### config.mk
export PLATFORM = sky130hd
export DESIGN_NAME = host_command_sequencer
export DESIGN_NICKNAME = d
export VERILOG_FILES = /design/src/rtl/host_command_sequencer.sv
export SDC_FILE = /design/constraint.sdc
export NUM_CORES = 1
export LEC_CHECK = 0
export BUFFER_PORTS_ARGS = -buffer_cell sky130_fd_sc_hd__buf_2
export CORE_MARGIN = 2
export CORE_UTILIZATION = 55
export DETAILED_ROUTE_END_ITERATION = 10
export PLACE_DENSITY_LB_ADDON = 0.1
export SETUP_SLACK_MARGIN = 0.05
export SYNTH_ARGS = -nofsm -noshare
export SYNTH_HDL_FRONTEND = slang
export SYNTH_SLANG_ARGS = --single-unit
### constraint.sdc
create_clock -name masterClock -period 4 [get_ports masterClock]
set_input_delay 0.2 -clock masterClock [delete_from_list [all_inputs] [get_ports masterClock]]
set_output_delay 0.2 -clock masterClock [all_outputs]
set_load 0.01 [all_outputs]
### src/rtl/host_command_sequencer.sv
// Command sequencer behind the wide UART I/O block: takes one packet, runs its
// command against the register file or the external DUT, and returns one response.
module host_command_sequencer #(
  parameter int WIDTH          = 4,
  parameter int NUM_REGS       = 4,
  parameter int TIMEOUT_CYCLES = 1000000
) (
  input  logic                        masterClock,
  input  logic                        reset,
  input  logic [7:0]                  control,
  input  logic [WIDTH*8-1:0]          inputData,
  input  logic                        dataReceived,
  output logic                        clearDR,
  input  logic                        transmitting,
  output logic                        transmit,
  output logic [7:0]                  status,
  output logic [WIDTH*8-1:0]          outputData,
  output logic [WIDTH*8-1:0]          dutOperand,
  output logic                        dutStart,
  input  logic                        dutDone,
  input  logic [WIDTH*8-1:0]          dutResult,
  output logic [NUM_REGS*WIDTH*8-1:0] registers,
  output logic                        busy
);

  localparam int DW = WIDTH * 8;
  localparam int CW = $clog2(TIMEOUT_CYCLES);

  typedef enum logic [2:0] {
    S_IDLE, S_ACK, S_EXEC, S_WAIT_DUT, S_RESPOND, S_TXWAIT
  } state_t;

  state_t                     r_state, w_nextState;
  logic [7:0]                 r_control;
  logic [DW-1:0]              r_data;
  logic [CW-1:0]              r_count;
  logic                       r_transmit;
  logic [7:0]                 r_status;
  logic [DW-1:0]              r_outputData;
  logic [DW-1:0]              r_dutOperand;
  logic [NUM_REGS*DW-1:0]     r_registers;

  logic [3:0]                 w_opcode;
  logic [3:0]                 w_idx;
  logic                       w_idxValid;
  logic [DW-1:0]              w_regRead;
  logic                       w_timeout;

  assign w_opcode  = r_control[7:4];
  assign w_idx     = r_control[3:0];
  assign w_timeout = (r_count == CW'(TIMEOUT_CYCLES - 1));

  always_comb begin
    w_idxValid = 1'b0;
    w_regRead  = '0;
    for (int i = 0; i < NUM_REGS; i++) begin
      if (w_idx == 4'(i)) begin
        w_idxValid = 1'b1;
        w_regRead  = r_registers[i*DW +: DW];
      end
    end
  end

  always_ff @(posedge masterClock or negedge reset) begin
    if (!reset) r_state <= S_IDLE;
    else        r_state <= w_nextState;
  end

  // RESPOND only leaves once our own request has been taken up by the I/O block.
  always_comb begin
    w_nextState = r_state;
    case (r_state)
      S_IDLE:     if (dataReceived) w_nextState = S_ACK;
      S_ACK:      if (!dataReceived) w_nextState = S_EXEC;
      S_EXEC:     w_nextState = (w_opcode == 4'h3) ? S_WAIT_DUT : S_RESPOND;
      S_WAIT_DUT: if (dutDone || w_timeout) w_nextState = S_RESPOND;
      S_RESPOND:  if (r_transmit && transmitting) w_nextState = S_TXWAIT;
      S_TXWAIT:   if (!transmitting) w_nextState = S_IDLE;
      default:    w_nextState = S_IDLE;
    endcase
  end

  always_ff @(posedge masterClock or negedge reset) begin
    if (!reset) begin
      r_control    <= '0;
      r_data       <= '0;
      r_count      <= '0;
      r_transmit   <= 1'b0;
      r_status     <= '0;
      r_outputData <= '0;
      r_dutOperand <= '0;
      r_registers  <= '0;
    end else begin
      case (r_state)
        S_IDLE: begin
          if (dataReceived) begin
            r_control <= control;
            r_data    <= inputData;
            // Operand is loaded early so it is already valid during the start pulse.
            if (control[7:4] == 4'h3) r_dutOperand <= inputData;
          end
        end
        S_EXEC: begin
          r_count <= '0;
          case (w_opcode)
            4'h0: begin
              r_status     <= r_control;
              r_outputData <= r_data;
            end
            4'h1: begin
              if (w_idxValid) begin
                for (int i = 0; i < NUM_REGS; i++)
                  if (w_idx == 4'(i)) r_registers[i*DW +: DW] <= r_data;
                r_status     <= r_control;
                r_outputData <= r_data;
              end else begin
                r_status     <= 8'hE1;
                r_outputData <= '0;
              end
            end
            4'h2: begin
              r_status     <= w_idxValid ? r_control : 8'hE1;
              r_outputData <= w_idxValid ? w_regRead : '0;
            end
            4'h3: ;
            default: begin
              r_status     <= 8'hE0;
              r_outputData <= '0;
            end
          endcase
        end
        S_WAIT_DUT: begin
          r_count <= r_count + 1'b1;
          if (dutDone) begin
            r_status     <= r_control;
            r_outputData <= dutResult;
          end else if (w_timeout) begin
            r_status     <= 8'hE2;
            r_outputData <= '0;
          end
        end
        S_RESPOND: begin
          if (r_transmit && transmitting) r_transmit <= 1'b0;
          else if (!transmitting)         r_transmit <= 1'b1;
        end
        default: ;
      endcase
    end
  end

  assign clearDR    = (r_state == S_ACK);
  assign dutStart   = (r_state == S_EXEC) && (w_opcode == 4'h3);
  assign busy       = (r_state != S_IDLE);
  assign transmit   = r_transmit;
  assign status     = r_status;
  assign outputData = r_outputData;
  assign dutOperand = r_dutOperand;
  assign registers  = r_registers;

endmodule

# --- After elaboration in Yosys (flattened, before gate mapping) ---
# Cells that the tools add are included.
op_classes:
  addsub: 1
  muxes: 29
  reduce_logical: 18
  eq_ne: 21
ops:
  columns: ["cell", "count"]
  rows:
  - ["2-to-1 mux 32 bit", 8]
  - ["case mux 32 bit (4 select lines)", 1]
  - ["case mux 32 bit (2 select lines)", 1]
  - ["case mux 20 bit (2 select lines)", 1]
  - ["2-to-1 mux 8 bit", 3]
  - ["case mux 8 bit (3 select lines)", 1]
  - ["adder 20 x 1 -> 20 bit (second input constant)", 1]
  - ["equality test 20 bit (second input constant)", 1]
  - ["equality test 4 x 2 -> 1 bit (second input constant)", 5]
  - ["2-to-1 mux 3 bit", 6]
  - ["case mux 3 bit (6 select lines)", 1]
  - ["case mux 8 bit (2 select lines)", 1]
  - ["AND reduction 4 bit", 4]
  - ["!= test 2 bit (second input constant)", 6]
  - ["equality test 4 x 1 -> 1 bit (second input constant)", 2]
  - ["zero test 4 bit", 2]
  - ["equality test 3 x 2 -> 1 bit (second input constant)", 2]
  - ["equality test 3 bit (second input constant)", 2]
  - ["2-to-1 mux 1 bit", 6]
  - ["AND reduction 3 bit", 2]
  - ["AND reduction 5 bit", 1]
  - ["AND reduction 2 bit", 2]
  - ["equality test 3 x 1 -> 1 bit (second input constant)", 1]
  - ["zero test 3 bit", 1]
  - ["7 further kinds", 8]
totals:
  wordCells: 81
  output_inout_bits: 204
  inputBits: 77
  regBits: 264

# --- Logic depth before layout (Yosys ltp) ---
# Gate-level depths: netlist (run 1).
depth:
  depth_word: 8
  ltp_mapped: 9
  mapped_depth_nobuf: 6

# --- Worst setup path after synthesis (run 1) ---
# Ideal clock, no wire load.
synth_timing:
  path_type: "register to register"
  from: "register r_state[1]"
  to: "register r_outputData[16] (netlist: outputData[16])"
  path_stages_with_launch: 9
  arrival_ns: 1.751
  setup_time_ns: 0.125
  required_time_ns: 3.875
  path_buffers: 4
  slack_ns: 2.124
  synth_period_minus_slack_ns: 1.876
  cell_sequence: "dfrtp_1 > buf_6 > and3b_1 > buf_6 > and2_1 > buf_6 > buf_6 > a221o_1 > mux2_4"
synth_between:
  elab_chain_len: 3
  elab_cells_between_ends: 7
  cone_classes: "eq/ne: 4; mux: 1; reduce/logical: 2"
synth_lines:
  columns: ["element", "line", "rtl"]
  rows:
  - ["start: declaration", "33", "state_t r_state, w_nextState;"]
  - ["start signal: assignment", "66", "else r_state <= w_nextState;"]
  - ["equality test 3 x 2 -> 1 bit", "94", "case (r_state)"]
  - ["!= test 3 bit (no line) (tied with other cells)", null, null]
  - ["AND reduction 3 bit (no line)", null, null]
  - ["end signal: assignment", "108", "r_outputData <= r_data;"]
  - ["end signal: assignment", "115", "r_outputData <= r_data;"]
  - ["end signal: assignment", "123", "r_outputData <= w_idxValid ? w_regRead : '0;"]
  - ["end: declaration", "39", "logic [DW-1:0] r_outputData;"]
# Parallel ways exist; a longest one is shown, timed or not.
# A chain may end at the register's enable or synchronous reset.

# --- Worst setup path after layout (run 1) ---
layout_timing:
  from: "register r_control[1]"
  to: "register r_outputData[20] (netlist: outputData[20])"
layout_between:
  elab_chain_len: 8
  elab_cells_between_ends: 16
  cone_classes: "eq/ne: 3; mux: 12; reduce/logical: 1"
layout_lines:
  columns: ["element", "line", "rtl"]
  rows:
  - ["start: declaration", "34", "logic [7:0] r_control;"]
  - ["start signal: assignment", "97", "r_control <= control;"]
  - ["zero test 4 bit", "57", "if (w_idx == 4'(i)) begin"]
  - ["2-to-1 mux 32 bit or 2-to-1 mux 1 bit (tied branches) (4 in series)", "57", null]
  - ["2-to-1 mux 32 bit, on equally long branches", "123, 111", null]
  - ["case mux 32 bit (4 select lines) (*)", "105", "case (w_opcode)"]
  - ["case mux 32 bit (2 select lines) (*)", "94", null]
# Mark *: on every way between the ends. The rest lies on a longest branch, timed or not.

==> results of run 1 <==
==> state kept, by name (all words and copies together) (netlist names) <==
register	cells
transmit	1
r_data	32
r_control	8
dutOperand	32
outputData	32
registers	128
r_count	20
r_state	3
status	8
==> path summary, 6_finish.rpt <==
check / from / endpoint / slack, ns / cells after the start
setup / recovery: r_control[1] / outputData[20] / 1.20 / 4
hold / removal: dutResult[14] / outputData[14] / 0.02 / 3
setup reg to reg: r_control[1] / outputData[20] / 1.20 / 4
hold reg to reg: dutOperand[6] / dutOperand[6] / 0.49 / 1
max in group asynchronous: reset / r_count[18] / 2.62 / 3
min in group asynchronous: reset / r_data[28] / 0.33 / 2
==> placed cells by master, fill, tap and decap left out, drive strengths merged, types with 9 or more instances in the layout <==
cell,Yosys,layout
clkbuf,22,43
a211oi,64,64
nor2,27,27
o21ai,16,16
dfrtp,264,264
inv,10,10
nor3,10,10
a21oi,9,9
a221o,32,32
dlygate4sd3,0,51
mux2,234,234
nand2,37,37
mux2i,43,43
buf,42,301
nand3,16,16
nor2b,33,33
==> where the power goes <==
group | total (mW) | internal [mW] | switching [mW] | leakage (nW)
combinational | 3.09 | 1.54 | 1.54 | 3.99
sequential | 4.24 | 3.38 | 0.860 | 3.53
clock | 2.54 | 1.50 | 1.04 | 0.452
==> worst max-delay path, delay by kind of cell (launching register included) <==
family	cells	cell delay, ns
AOI/OAI and AO/OA	2	0.48
DFF	1	0.98
muxes	1	0.27
and+or+nand+nor	1	0.94
==> cell families (layout without fill, tap and decap cells) <==
family	count (synthesis)	after routing	synth area share [%]
flops	264	264	54.2
fa+ha+maj	1	1	0.103
compound gates	141	141	9.02
mux	277	277	26.3
simple gates	153	153	6.75
xor+xnor	4	4	0.287
buf+inv	74	413	3.40
==> what timing repair did <==
item / CTS / global route
hold endpoints to repair: 197 / 0
hold buffers: 51 / 0
resized for setup: 0 / 0
==> routing by layer <==
| metal | global-route usage (%) | part of all wire (%) | up-vias |
|---|---|---|---|
| met1 | 37.4 | 44 | 4341 |
| met5 | 0 | 0 | - |
| met4 | 7.45 | 2.7 | 0 |
| met3 | 5.93 | 6.3 | 57 |
| li1 | - | - | 4012 |
| met2 | 44.7 | 47 | 290 |
==> synth_stat cells (all sizes together) (5+ instances only) <==
cell type  number
nand2          37
clkbuf         22
nor2           27
a221o          32
mux2          234
nor4            5
nand3          16
nand4           5
inv            10
a21oi           9
o21ai          16
buf            42
a211oi         64
and3            6
nor2b          33
mux2i          43
nor3           10
dfrtp         264
==> final cells by class <==
class / count / area, um^2
inverter: 10 / 37.5
tap: 280 / 350
multi-input combinational: 576 / 5190
clock buffer: 43 / 837
clock inverter: 8 / 78.8
fill: 1611 / 6620
sequential: 264 / 6610
timing repair buffer: 352 / 2100
==> per-stage QoR <==
step / setup slack [ns] / cells / instance area [um^2]
final: 1.20 / 1533 / 15200
after global routing: 1.08 / 1533 / 15200
after CTS: 1.22 / 1533 / 15200
after detailed placement: 1.23 / 1431 / 13800
after global placement: 1.26 / 1431 / 13800
after floorplan: 2.12 / 914 / 12200
==> flow_summary.toml, run 1 <==
[worst_setup_path]
startpoint_type = "flip-flop"
end_kind = "flip-flop"
critPathArrivalTime_ns = 3.22
critPathKind = "flip-flop to flip-flop"
worst-path-max-fanout = 39
critical_path_required_ns = 4.42
crit_chain = "and2_2 > a211oi_1 > a221o_1 > mux2_4"
slowest_delay_ns = 0.98
cp_slowest_cell = "dfrtp_2"

[logic_synthesis]
synth_edf_count = 0
syn-cell-area_um2 = 12200
ys_seq_area_share_pct = 54.2
ys_ff_latch = 264
synth_top_area_share_pct = 54.2
async_flop_share_pct = 100
avgSynthCellArea_um2 = 13.3
syn-num-nets = 992
synth_cell_types = 48
synth.area.top_cells = "dfrtp_1 (54%), mux2_2 (18%), mux2_4 (4.4%), a211oi_1 (3.9%), mux2i_1 (3.5%)"
yosys_most_used_dff = "dfrtp_1"
syn_inst = 914
synth.largest_area_cell = "dfrtp_1"
yosysWarnings = 0

[die]
dieHeight_um = 153
die_w_um = 153
ios = 281
fp-row-count = 54
core-area_um2 = 21800
initial_utilization_pct = 55.9
dieArea_um2 = 23400

[pwr]
vdd_ir_drop_max_uv = 354
p_total_mw = 9.87
leakage_nw = 7.97
power.density_nw_per_um2 = 649

[final_layout]
area_growth_pct = 24.7
nNetsFinal = 1310
utilization_pct = 69.7
n_antenna_cell = 0
drive_above_1_share_pct = 47.2

[cts]
cts_tree = "built"
postCtsSetupBuffers = 0
clockBufferDepth = 3
insertion_delay_ns = 0.54
cts_buffers = 28
cts-htree-levels = 1
root_buffer = "clkbuf_16"
cts_sinks = 264
path_clk_slew_ns = 0.06

[global_route]
grt_max_degree = 118
grt_pass1_vias = 8849
gr-total-overflow = 0
antenna_found_initial = 0
grtUsageTotal_pct = 27.3
grt_pass1_wl_um = 50800

[route]
vias_per_cell = 5.68
wl_per_cell_um = 21.0
routed_wirelength_um = 32100
vias = 8700
drtIter0Drc = 424
drcViolationCount = 0
ant_nets = 0
drt_pass1_iterations = 5

[timing]
clock_skew_ns = 0.0164
min_period_over_period_pct = 70.0
rsz0062_at_grt = "false"
min_period_ns = 2.80
max_freq_mhz = 357
whs_ns = 0.0236
setup_viol = 0
tightest_slew_ns = 1.11
fin_setup_tns_ns = 0
slew_headroom_pct = 26.2
hold_violations = 0
slew_violations = 0

[run_status]
status = "finished, final reports clean"

[placed_design]
dp_hpwl_um = 21000
gp_congestion = 0.856
port_buffers = 280

[hold_path]
min_path_type = "input port to flip-flop"

[job]
maxCapViolations = 0
Note: power is estimated with default switching activity, not from simulation.
==> inputs of run 2 (changes only) <==
CORE_UTILIZATION = 54   (was 55)
clock period = 2.6 ns   (was 4 ns; I/O delays follow)
==> flow_summary.toml, run 2 (synthesized netlist as in run 1, its figures left out) <==
[hold_path]
min_path_type = "input port to flip-flop"

[cts]
cts-htree-levels = 1
root_buffer = "clkbuf_16"
cts_resized = 0
holdBufCountCts = 75
clockBufferDepth = 3
cts_tree = "built"
cts_buffers = 29
insertion_delay_ns = 0.55
postCtsSetupBuffers = 0
cts_sinks = 264
path_clk_slew_ns = 0.06

[timing]
tightest_slew_ns = 0.862
fin_setup_tns_ns = 0
setup_viol = 0
clock_skew_ns = 0.0196
slew_violations = 0
max_freq_mhz = 432
min_period_ns = 2.32
rsz0062_at_grt = "false"
min_period_over_period_pct = 89.1
slew_headroom_pct = 42.5
hold_violations = 0

[final_layout]
fillers = 1571
drive_above_1_share_pct = 47.0
final_common_cell = "buf_2"
largest_reg_flops = 128
nNetsFinal = 1348
fin_area_um2 = 15700
final_cell_mix = "buf_2 (279), dfrtp_1 (262), mux2_2 (196), dlygate4sd3_1 (75), a211oi_1 (64)"
area_growth_pct = 28.9

[route]
wl_met1_um = 13900
vias = 9036
drtIter0Drc = 436
drt_pass1_iterations = 5
ant_nets = 0
routed_wirelength_um = 32900
wl_met3_um = 2140
vias_per_cell = 5.74
highest_layer = "met4"
dr_wl_met2_um = 15800
wl_per_cell_um = 20.9
drcViolationCount = 0

[global_route]
grt_pass1_wl_um = 51200
grt_max_degree = 88
grt_pass1_vias = 9118
grtUsageTotal_pct = 27.3
antenna_found_initial = 1
gr-total-overflow = 0

[run_status]
status = "finished, final reports clean"

[pwr]
vdd_ir_drop_max_uv = 694
leakage_nw = 8.20
power.density_nw_per_um2 = 1000

[worst_setup_path]
critPathKind = "flip-flop to flip-flop"
startpoint_type = "flip-flop"
critPathArrivalTime_ns = 2.79
end_kind = "flip-flop"
worst-path-max-fanout = 32
slowest_delay_ns = 0.80
crit_chain = "and3b_1 > nor3_2 > and3_2 > a221o_1 > mux2_4"
cp_slowest_cell = "and3_2"
crit_family = "simple AND/OR/NAND/NOR gates"
crit_buf_inv = 0
critical_path_required_ns = 3.07

[placed_design]
place_area_um2 = 14000
gp_congestion = 0.828
port_buffers = 280
dp_hpwl_um = 21500

[die]
fp-row-count = 54
core-area_um2 = 22000
die_w_um = 154
ios = 281
dieHeight_um = 154
initial_utilization_pct = 55.5
dieArea_um2 = 23800

[job]
maxCapViolations = 0
-- run 2: changes by cell type in the layout (fill, tap and decap cells not counted), sizes merged --
cell and delta:
clkinv +2, clkbuf -5, bufinv +4, inv +1
dlygate4sd3 +24, buf +13, diode +1
-- run 2: cell type report --
| cell class | count | area [um^2] | share of cell area (%) |
|---|---|---|---|
| Antenna cell | 1 | 2.50 | 0.0159 |
| Timing Repair Buffer | 389 | 2530 | 16.1 |
| Clock inverter | 15 | 206 | 1.31 |
| Multi-Input combinational cell | 576 | 5190 | 33.0 |
| Clock buffer | 38 | 790 | 5.02 |
| Sequential cell | 264 | 6610 | 42.1 |
| Tap cell | 280 | 350 | 2.23 |
| Inverter | 10 | 37.5 | 0.239 |
-- run 2: tightest hold or removal path: cells and delay by family --
kind                   cells  cell delay, ns
buffers and inverters      1            0.15
and+or+nand+nor            3            0.24
-- run 2: path summary, 6_finish.rpt --
kind	cells past startpoint	slack, ns	to	startpoint
setup / recovery	5	0.28	outputData[1]	r_state[2]
hold / removal	4	0.03	r_state[1]	dutDone
setup reg to reg	5	0.28	outputData[1]	r_state[2]
hold reg to reg	1	0.49	dutOperand[6]	dutOperand[6]
max in group asynchronous	3	1.54	registers[81]	reset
min in group asynchronous	2	0.16	registers[124]	reset
-- run 2: metrics by stage --
stage	hold slack (ns)	cells	total power, mW	setup WS (ns)	utilization, %
5_1_grt	0.0417	1573	16.5	0.122	71.6
6_report	0.0295	1573	15.7	0.283	71.6
4_1_cts	0.00420	1572	15.8	0.314	71.6
3_3_place_gp	0.189	1444	11.3	0.402	63.6
2_1_floorplan	-0.166	914	9.49	0.724	-
3_5_place_dp	0.192	1444	11.4	0.354	63.6
-- run 2: where the power goes --
part	switching, mW	internal, mW	leakage [nW]	total (mW)
Combinational	2.54	2.51	4.18	5.05
Sequential	1.20	5.21	3.53	6.41
Clock	1.65	2.63	0.493	4.28
-- run 2: layer usage --
layer	GRT usage, %	vias to the layer above
met5	0	-
met4	8.77	0
met3	5.60	63
met2	45.1	304
met1	36.6	4579
li1	-	4090
